--- config.mk ---
export PLATFORM = sky130hd
export DESIGN_NAME = scan_sequencer
export DESIGN_NICKNAME = d
export VERILOG_FILES = /design/src/rtl/scan_pkg.sv /design/src/rtl/scan_sequencer_dwell_timer.sv /design/src/rtl/scan_sequencer.sv
export SDC_FILE = /design/constraint.sdc
export NUM_CORES = 1
export LEC_CHECK = 0
export CAP_MARGIN = 25
export CORE_ASPECT_RATIO = 1.1
export CORE_UTILIZATION = 43
export CTS_BUF_LIST = sky130_fd_sc_hd__clkbuf_4
export CTS_CLUSTER_DIAMETER = 100
export CTS_CLUSTER_SIZE = 12
export DETAILED_ROUTE_END_ITERATION = 7
export MAX_ROUTING_LAYER = met4
export PLACE_DENSITY = 0.68
export SYNTH_ARGS = -nofsm -noshare
export SYNTH_HDL_FRONTEND = slang
export SYNTH_SLANG_ARGS = --single-unit
--- constraint.sdc ---
create_clock -name clk -period 2.3 [get_ports clk]
set_input_delay 0.23 -clock clk [delete_from_list [all_inputs] [get_ports clk]]
set_output_delay 0.23 -clock clk [all_outputs]
set_load 0.1 [all_outputs]
--- src/rtl/scan_pkg.sv ---
// -----------------------------------------------------------------------------
// scan_pkg
// Shared definitions for the scan sequencer:
//   - SEL_W         : width of the select code driven to the 3-to-8 decoder
//   - scan_state_e  : FSM state encoding (ST_IDLE / ST_RUN)
//   - idx_min/max   : first and last legal select index for a given NUM_SEL
// -----------------------------------------------------------------------------
package scan_pkg;

  localparam int SEL_W = 3;

  typedef enum logic {
    ST_IDLE = 1'b0,
    ST_RUN  = 1'b1
  } scan_state_e;

  // Lowest select index ever emitted.
  function automatic logic [SEL_W-1:0] idx_min();
    return '0;
  endfunction

  // Highest select index ever emitted; the index wraps here.
  function automatic logic [SEL_W-1:0] idx_max(input int num_sel);
    return SEL_W'(num_sel - 1);
  endfunction

endpackage

--- src/rtl/scan_sequencer_dwell_timer.sv ---
// -----------------------------------------------------------------------------
// dwell_timer
// DWELL_W-bit down-counter that measures how long one select is held.
// Ports:
//   clk, rst     : clock, synchronous active-high reset (count -> 0)
//   i_load       : load i_load_val (takes priority over counting)
//   i_load_val   : reload value, always >= 1 when used by the sequencer
//   i_en         : count down while high
//   o_expire     : high during the last cycle of the current dwell
// -----------------------------------------------------------------------------
module dwell_timer #(
  parameter int DWELL_W = 8
) (
  input  logic               clk,
  input  logic               rst,
  input  logic               i_load,
  input  logic [DWELL_W-1:0] i_load_val,
  input  logic               i_en,
  output logic               o_expire
);

  localparam logic [DWELL_W-1:0] CNT_ONE = DWELL_W'(1);

  logic [DWELL_W-1:0] r_cnt;

  always_ff @(posedge clk) begin
    if (rst) begin
      r_cnt <= '0;
    end else if (i_load) begin
      r_cnt <= i_load_val;
    end else if (i_en && (r_cnt != '0)) begin
      r_cnt <= r_cnt - CNT_ONE;
    end
  end

  // A count of 1 means the present cycle is the last one of the dwell;
  // the owner reloads on this cycle so the next select gets a full dwell.
  assign o_expire = i_en && (r_cnt == CNT_ONE);

endmodule

--- src/rtl/scan_sequencer.sv ---
// -----------------------------------------------------------------------------
// scan_sequencer
// Generates the 3-bit select code for a 3-to-8 decoder, stepping through
// selects 0..NUM_SEL-1 up or down, holding each for a programmable dwell,
// either continuously or as a single pass.
// Ports:
//   clk, rst             : clock, synchronous active-high reset
//   start                : begin a scan (sampled only in IDLE, stop wins)
//   stop                 : abort the running scan
//   dir, oneshot, dwell  : direction / single-pass / dwell, latched at start
//   sel_a, sel_b, sel_c  : select code, a = MSB, c = LSB
//   valid, busy          : select live / FSM in RUN
//   wrap                 : one-cycle pulse when a continuous scan re-enters
//                          its start index
//   done                 : one-cycle pulse on the first IDLE cycle after a
//                          oneshot pass completes
//   dbg_state            : current FSM state for observation
// Handshake: none; start is a level request acted on in IDLE, all outputs
// are registered so there is no input-to-output combinational path.
// -----------------------------------------------------------------------------
module scan_sequencer
  import scan_pkg::*;
#(
  parameter int DWELL_W = 8,
  parameter int NUM_SEL = 8
) (
  input  logic               clk,
  input  logic               rst,
  input  logic               start,
  input  logic               stop,
  input  logic               dir,
  input  logic               oneshot,
  input  logic [DWELL_W-1:0] dwell,
  output logic               sel_a,
  output logic               sel_b,
  output logic               sel_c,
  output logic               valid,
  output logic               busy,
  output logic               wrap,
  output logic               done,
  output scan_state_e        dbg_state
);

  localparam logic [SEL_W-1:0]   IDX_MIN  = idx_min();
  localparam logic [SEL_W-1:0]   IDX_MAX  = idx_max(NUM_SEL);
  localparam logic [SEL_W-1:0]   IDX_ONE  = SEL_W'(1);
  localparam logic [DWELL_W-1:0] DWELL_ONE = DWELL_W'(1);

  scan_state_e        r_state;
  logic [SEL_W-1:0]   r_idx;
  logic               r_dir_l;
  logic               r_oneshot_l;
  logic [DWELL_W-1:0] r_dwell_l;
  logic               r_valid;
  logic               r_busy;
  logic               r_wrap;
  logic               r_done;

  logic [DWELL_W-1:0] w_dwell_eff;
  logic               w_accept;
  logic               w_advance;
  logic               w_expire;
  logic               w_load;
  logic [DWELL_W-1:0] w_load_val;
  logic [SEL_W-1:0]   w_idx_next;
  logic [SEL_W-1:0]   w_idx_start;
  logic [SEL_W-1:0]   w_idx_end;

  // A dwell of 0 would never expire; treat it as a single cycle.
  assign w_dwell_eff = (dwell == '0) ? DWELL_ONE : dwell;

  assign w_accept  = (r_state == ST_IDLE) && start && !stop;
  assign w_advance = (r_state == ST_RUN) && !stop && w_expire;

  // The timer is loaded with the fresh dwell on start and reloaded with the
  // latched dwell on every advance, so each index gets exactly dwell_l cycles.
  assign w_load     = w_accept || w_advance;
  assign w_load_val = (r_state == ST_IDLE) ? w_dwell_eff : r_dwell_l;

  // Start and end indices depend on the latched direction.
  assign w_idx_start = r_dir_l ? IDX_MAX : IDX_MIN;
  assign w_idx_end   = r_dir_l ? IDX_MIN : IDX_MAX;

  always_comb begin
    w_idx_next = r_idx;
    if (r_dir_l) begin
      w_idx_next = (r_idx == IDX_MIN) ? IDX_MAX : (r_idx - IDX_ONE);
    end else begin
      w_idx_next = (r_idx == IDX_MAX) ? IDX_MIN : (r_idx + IDX_ONE);
    end
  end

  dwell_timer #(
    .DWELL_W (DWELL_W)
  ) u_dwell_timer (
    .clk        (clk),
    .rst        (rst),
    .i_load     (w_load),
    .i_load_val (w_load_val),
    .i_en       (r_state == ST_RUN),
    .o_expire   (w_expire)
  );

  always_ff @(posedge clk) begin
    if (rst) begin
      r_state     <= ST_IDLE;
      r_idx       <= IDX_MIN;
      r_dir_l     <= 1'b0;
      r_oneshot_l <= 1'b0;
      r_dwell_l   <= DWELL_ONE;
      r_valid     <= 1'b0;
      r_busy      <= 1'b0;
      r_wrap      <= 1'b0;
      r_done      <= 1'b0;
    end else begin
      // wrap and done are single-cycle pulses unless re-armed below.
      r_wrap <= 1'b0;
      r_done <= 1'b0;
      case (r_state)
        ST_IDLE: begin
          if (w_accept) begin
            r_state     <= ST_RUN;
            r_dir_l     <= dir;
            r_oneshot_l <= oneshot;
            r_dwell_l   <= w_dwell_eff;
            r_idx       <= dir ? IDX_MAX : IDX_MIN;
            r_valid     <= 1'b1;
            r_busy      <= 1'b1;
          end
        end
        ST_RUN: begin
          if (stop) begin
            // Abort: sel freezes on the index that was showing.
            r_state <= ST_IDLE;
            r_valid <= 1'b0;
            r_busy  <= 1'b0;
          end else if (w_expire) begin
            if (r_oneshot_l && (r_idx == w_idx_end)) begin
              r_state <= ST_IDLE;
              r_valid <= 1'b0;
              r_busy  <= 1'b0;
              r_done  <= 1'b1;
            end else begin
              r_idx <= w_idx_next;
              // Only a later return to the start index counts as a wrap;
              // the initial entry is set on the IDLE->RUN edge instead.
              if (!r_oneshot_l && (w_idx_next == w_idx_start)) begin
                r_wrap <= 1'b1;
              end
            end
          end
        end
        default: begin
          r_state <= ST_IDLE;
          r_valid <= 1'b0;
          r_busy  <= 1'b0;
        end
      endcase
    end
  end

  assign sel_a     = r_idx[2];
  assign sel_b     = r_idx[1];
  assign sel_c     = r_idx[0];
  assign valid     = r_valid;
  assign busy      = r_busy;
  assign wrap      = r_wrap;
  assign done      = r_done;
  assign dbg_state = r_state;

endmodule

==> metrics.txt <==
DRT Pass-1 Iters=7; RSZ-0062 raised after global routing=false; cell family with most CP delay=compound AO/OA/AOI/OAI gates; Leak Pwr=0.6744 nW; 1st-iter DRT viols=81; Final Net Count=227; post-synthesis cell area=1450 sq um; final wirelength=3.705 mm; final hold violation count=0; first-pass GRT wire length=5.975 mm; hold_buf cts=0; Yosys top cell by area=dfxtp_1; layout cells sized above 1=0.1024; Max Root-Sink Buffers=2; synth warn=0; CP Max Fanout=6; hold_sp=oneshot; crit end category=register; cell with the most instances after synthesis=nand2_1; die area=3609 sq um; routed vias/inst=6.004; asr flop ratio synth=0; Setup TNS=0 ns; Routability Congestion=0.8541; initial antenna violation count=0; fin crit period=2.010 ns; WP data arrival=2.25 ns; combinational group share of total power=0.336; P_sw=0.3951 mW; worst path cell trace=inv_1, ha_1, and3b_1, and3_1, a21oi_1, a2111oi_0, a31o_1; grt total ovfl=0; critical path's largest stage delay=0.39 ns; Starting Density=0.4638; Resized cells post-CTS=0; die height=62.91 um; largest net degree at the start of global routing=21; Rows=21; DP HPWL=2.733 mm; Reg power frac=0.468; clk_skew=0.008040 ns; Hold Crit Class=input port to register; Post-DRT Antenna Nets=0; Clk pwr share=0.196; Seq/Total Area, Yosys=0.3451; worst slew pin tran=0.4259 ns; DRC errors left=1; Highest Clock Rate=0.4975 GHz; Worst R2R Start=u_dwell_timer.r_cnt[1]; worst path buffer plus inverter count=1; worst hold stages=3; Syn Area/Cell=7.796 sq um; clock sinks=25; max_cap viols=0; violated checks=DRC; switching share of power=0.3679; Die X=57.37 um; leading post-synthesis cells by cell area=dfxtp_1, a21oi_1, nand2_1; Post-Syn Nets=207; routed vias=1435; Worst Reg2Reg Path Length in Cells=7; cells after synthesis=186; # IOs=22; Synth-to-Final Area Change=17.26%; clock buffer count from CTS=3; CP Class=register to register; Root Buffer=clkbuf_4; Setup crit start kind=register; synth unique cells=51; Setup Buffers After CTS=0; final std cells w/o fill=239; Overall Power=1.074 mW; min setup slack post-route=0.2900 ns; TritonCTS clock tree=yes; ys flop type=dfxtp_1; htree depth=1; Final Max Tran Viols=0; Yosys reg bits=25; maximum vdd drop=0.0003307 V; vias in the first global route=1260; Pint=0.6788 mW; max_slew headroom=0.7161; final setup fails=0; Worst Path Required=2.54 ns; Post-synth top cells=nand2_1, dfxtp_1, a21oi_1; Reg2Reg Setup Slack=0.29 ns; period utilisation layout=0.8739; Hold Path Sink=r_oneshot_l; total track usage=0.2165; status=complete, but fails checks; Post-synth EDFFs=0; number of port buffers=21; Clk Latency, worst-skew pair=0.33 ns; Critical-path top delay cell=dfxtp_1; PD cells=631.6 nW/um^2; R2R Path End=r_idx[2]; ANT cells=0; Place WS=0.1975 ns; routed length per instance=15.50 um; clock slew seen by the registers of the worst setup and hold paths=0.15 ns; placed cell count=235; core box area=3127 sq um; Yosys top cell area share=0.3451
## worst max path at each step
stage	start	endpoint	depth (start not counted)
final	u_dwell_timer.r_cnt[1]	r_idx[2]	7
after global routing	u_dwell_timer.r_cnt[1]	r_idx[2]	7
after CTS	u_dwell_timer.r_cnt[1]	r_idx[2]	7
after detailed placement	stop	r_idx[2]	6
after global placement	stop	r_idx[2]	6
after floorplan	r_idx[0]	r_idx[2]	6
## registers in the layout (all words and copies together) (netlist names)
signal               cells
r_oneshot_l              1
wrap                     1
busy                     1
u_dwell_timer.r_cnt      8
r_dir_l                  1
done                     1
dbg_state                1
r_idx                    3
r_dwell_l                8
## cells by family after synthesis
| kind of cell | after synthesis | synth area share |
|---|---|---|
| mux | 4 | 0.03106 |
| buf+inv | 19 | 0.05350 |
| compound gates | 58 | 0.2563 |
| xor+xnor | 2 | 0.01208 |
| flops | 25 | 0.3451 |
| fa+ha+maj | 7 | 0.06039 |
| simple gates | 71 | 0.2416 |
## power groups by stage
stage / clock, mW / sequential [mW] / combinational [mW]
5_1_grt: 0.234 / 0.508 / 0.396
3_5_place_dp: 0 / 0.511 / 0.356
3_3_place_gp: 0 / 0.510 / 0.351
4_1_cts: 0.216 / 0.502 / 0.360
2_1_floorplan: 0 / 0.537 / 0.237
6_report: 0.210 / 0.503 / 0.361
## layout by cell type, fill, tap and decap left out, types with 2 or more instances in the layout
cell type,synthesis,layout
clkdlybuf4s50_1,0,13
nor2_1,11,11
nand2b_1,2,2
dfxtp_1,25,24
a211oi_1,2,2
o21ai_0,6,6
o21ai_1,3,3
and3_1,2,2
clkbuf_4,0,3
a21oi_1,22,22
mux2i_1,3,3
ha_1,7,7
nor3_1,9,9
buf_4,1,12
a2111oi_0,2,2
or3b_1,2,2
o211ai_1,3,3
nand2_1,28,28
nor4_1,2,2
nor2b_1,3,3
nand3_1,4,4
o22ai_1,3,3
a211o_1,2,2
inv_1,8,8
a31oi_1,2,2
## worst register-to-register path: cells and delay by family (launching register included)
family | cells | cell delay [ns]
compound gates | 3 | 0.72
simple gates | 2 | 0.46
buf+inv | 1 | 0.10
fa+ha+maj | 1 | 0.25
flops | 1 | 0.39
## stage by stage
| stage | cell area [sq um] | hold slack, ns | util |
|---|---|---|---|
| after CTS | 1700 | 0.4323 | 0.5438 |
| after floorplan | 1451 | 0.3660 | - |
| after global placement | 1670 | 0.4464 | 0.5342 |
| after global routing | 1700 | 0.4410 | 0.5438 |
| final | 1700 | 0.4445 | 0.5438 |
| after detailed placement | 1670 | 0.4486 | 0.5342 |
## metal layers
layer | global-route usage | vias up | routed length [um]
met5 | - | - | 0
met1 | 0.3011 | 665 | 1768
met3 | 0.02277 | 6 | 258
met2 | 0.3241 | 53 | 1620
met4 | 0.07317 | 0 | 58
li1 | - | 711 | -
## area by class of cell
class,count,area [sq um]
inverter,9,33.78
tap,34,42.54
sequential,25,501.7
fill,317,1426
clock inverter,1,7.507
timing repair buffer,25,220.2
multi-input combinational,142,872.1
clock buffer,3,22.52
(Power assumes the default switching activity.)
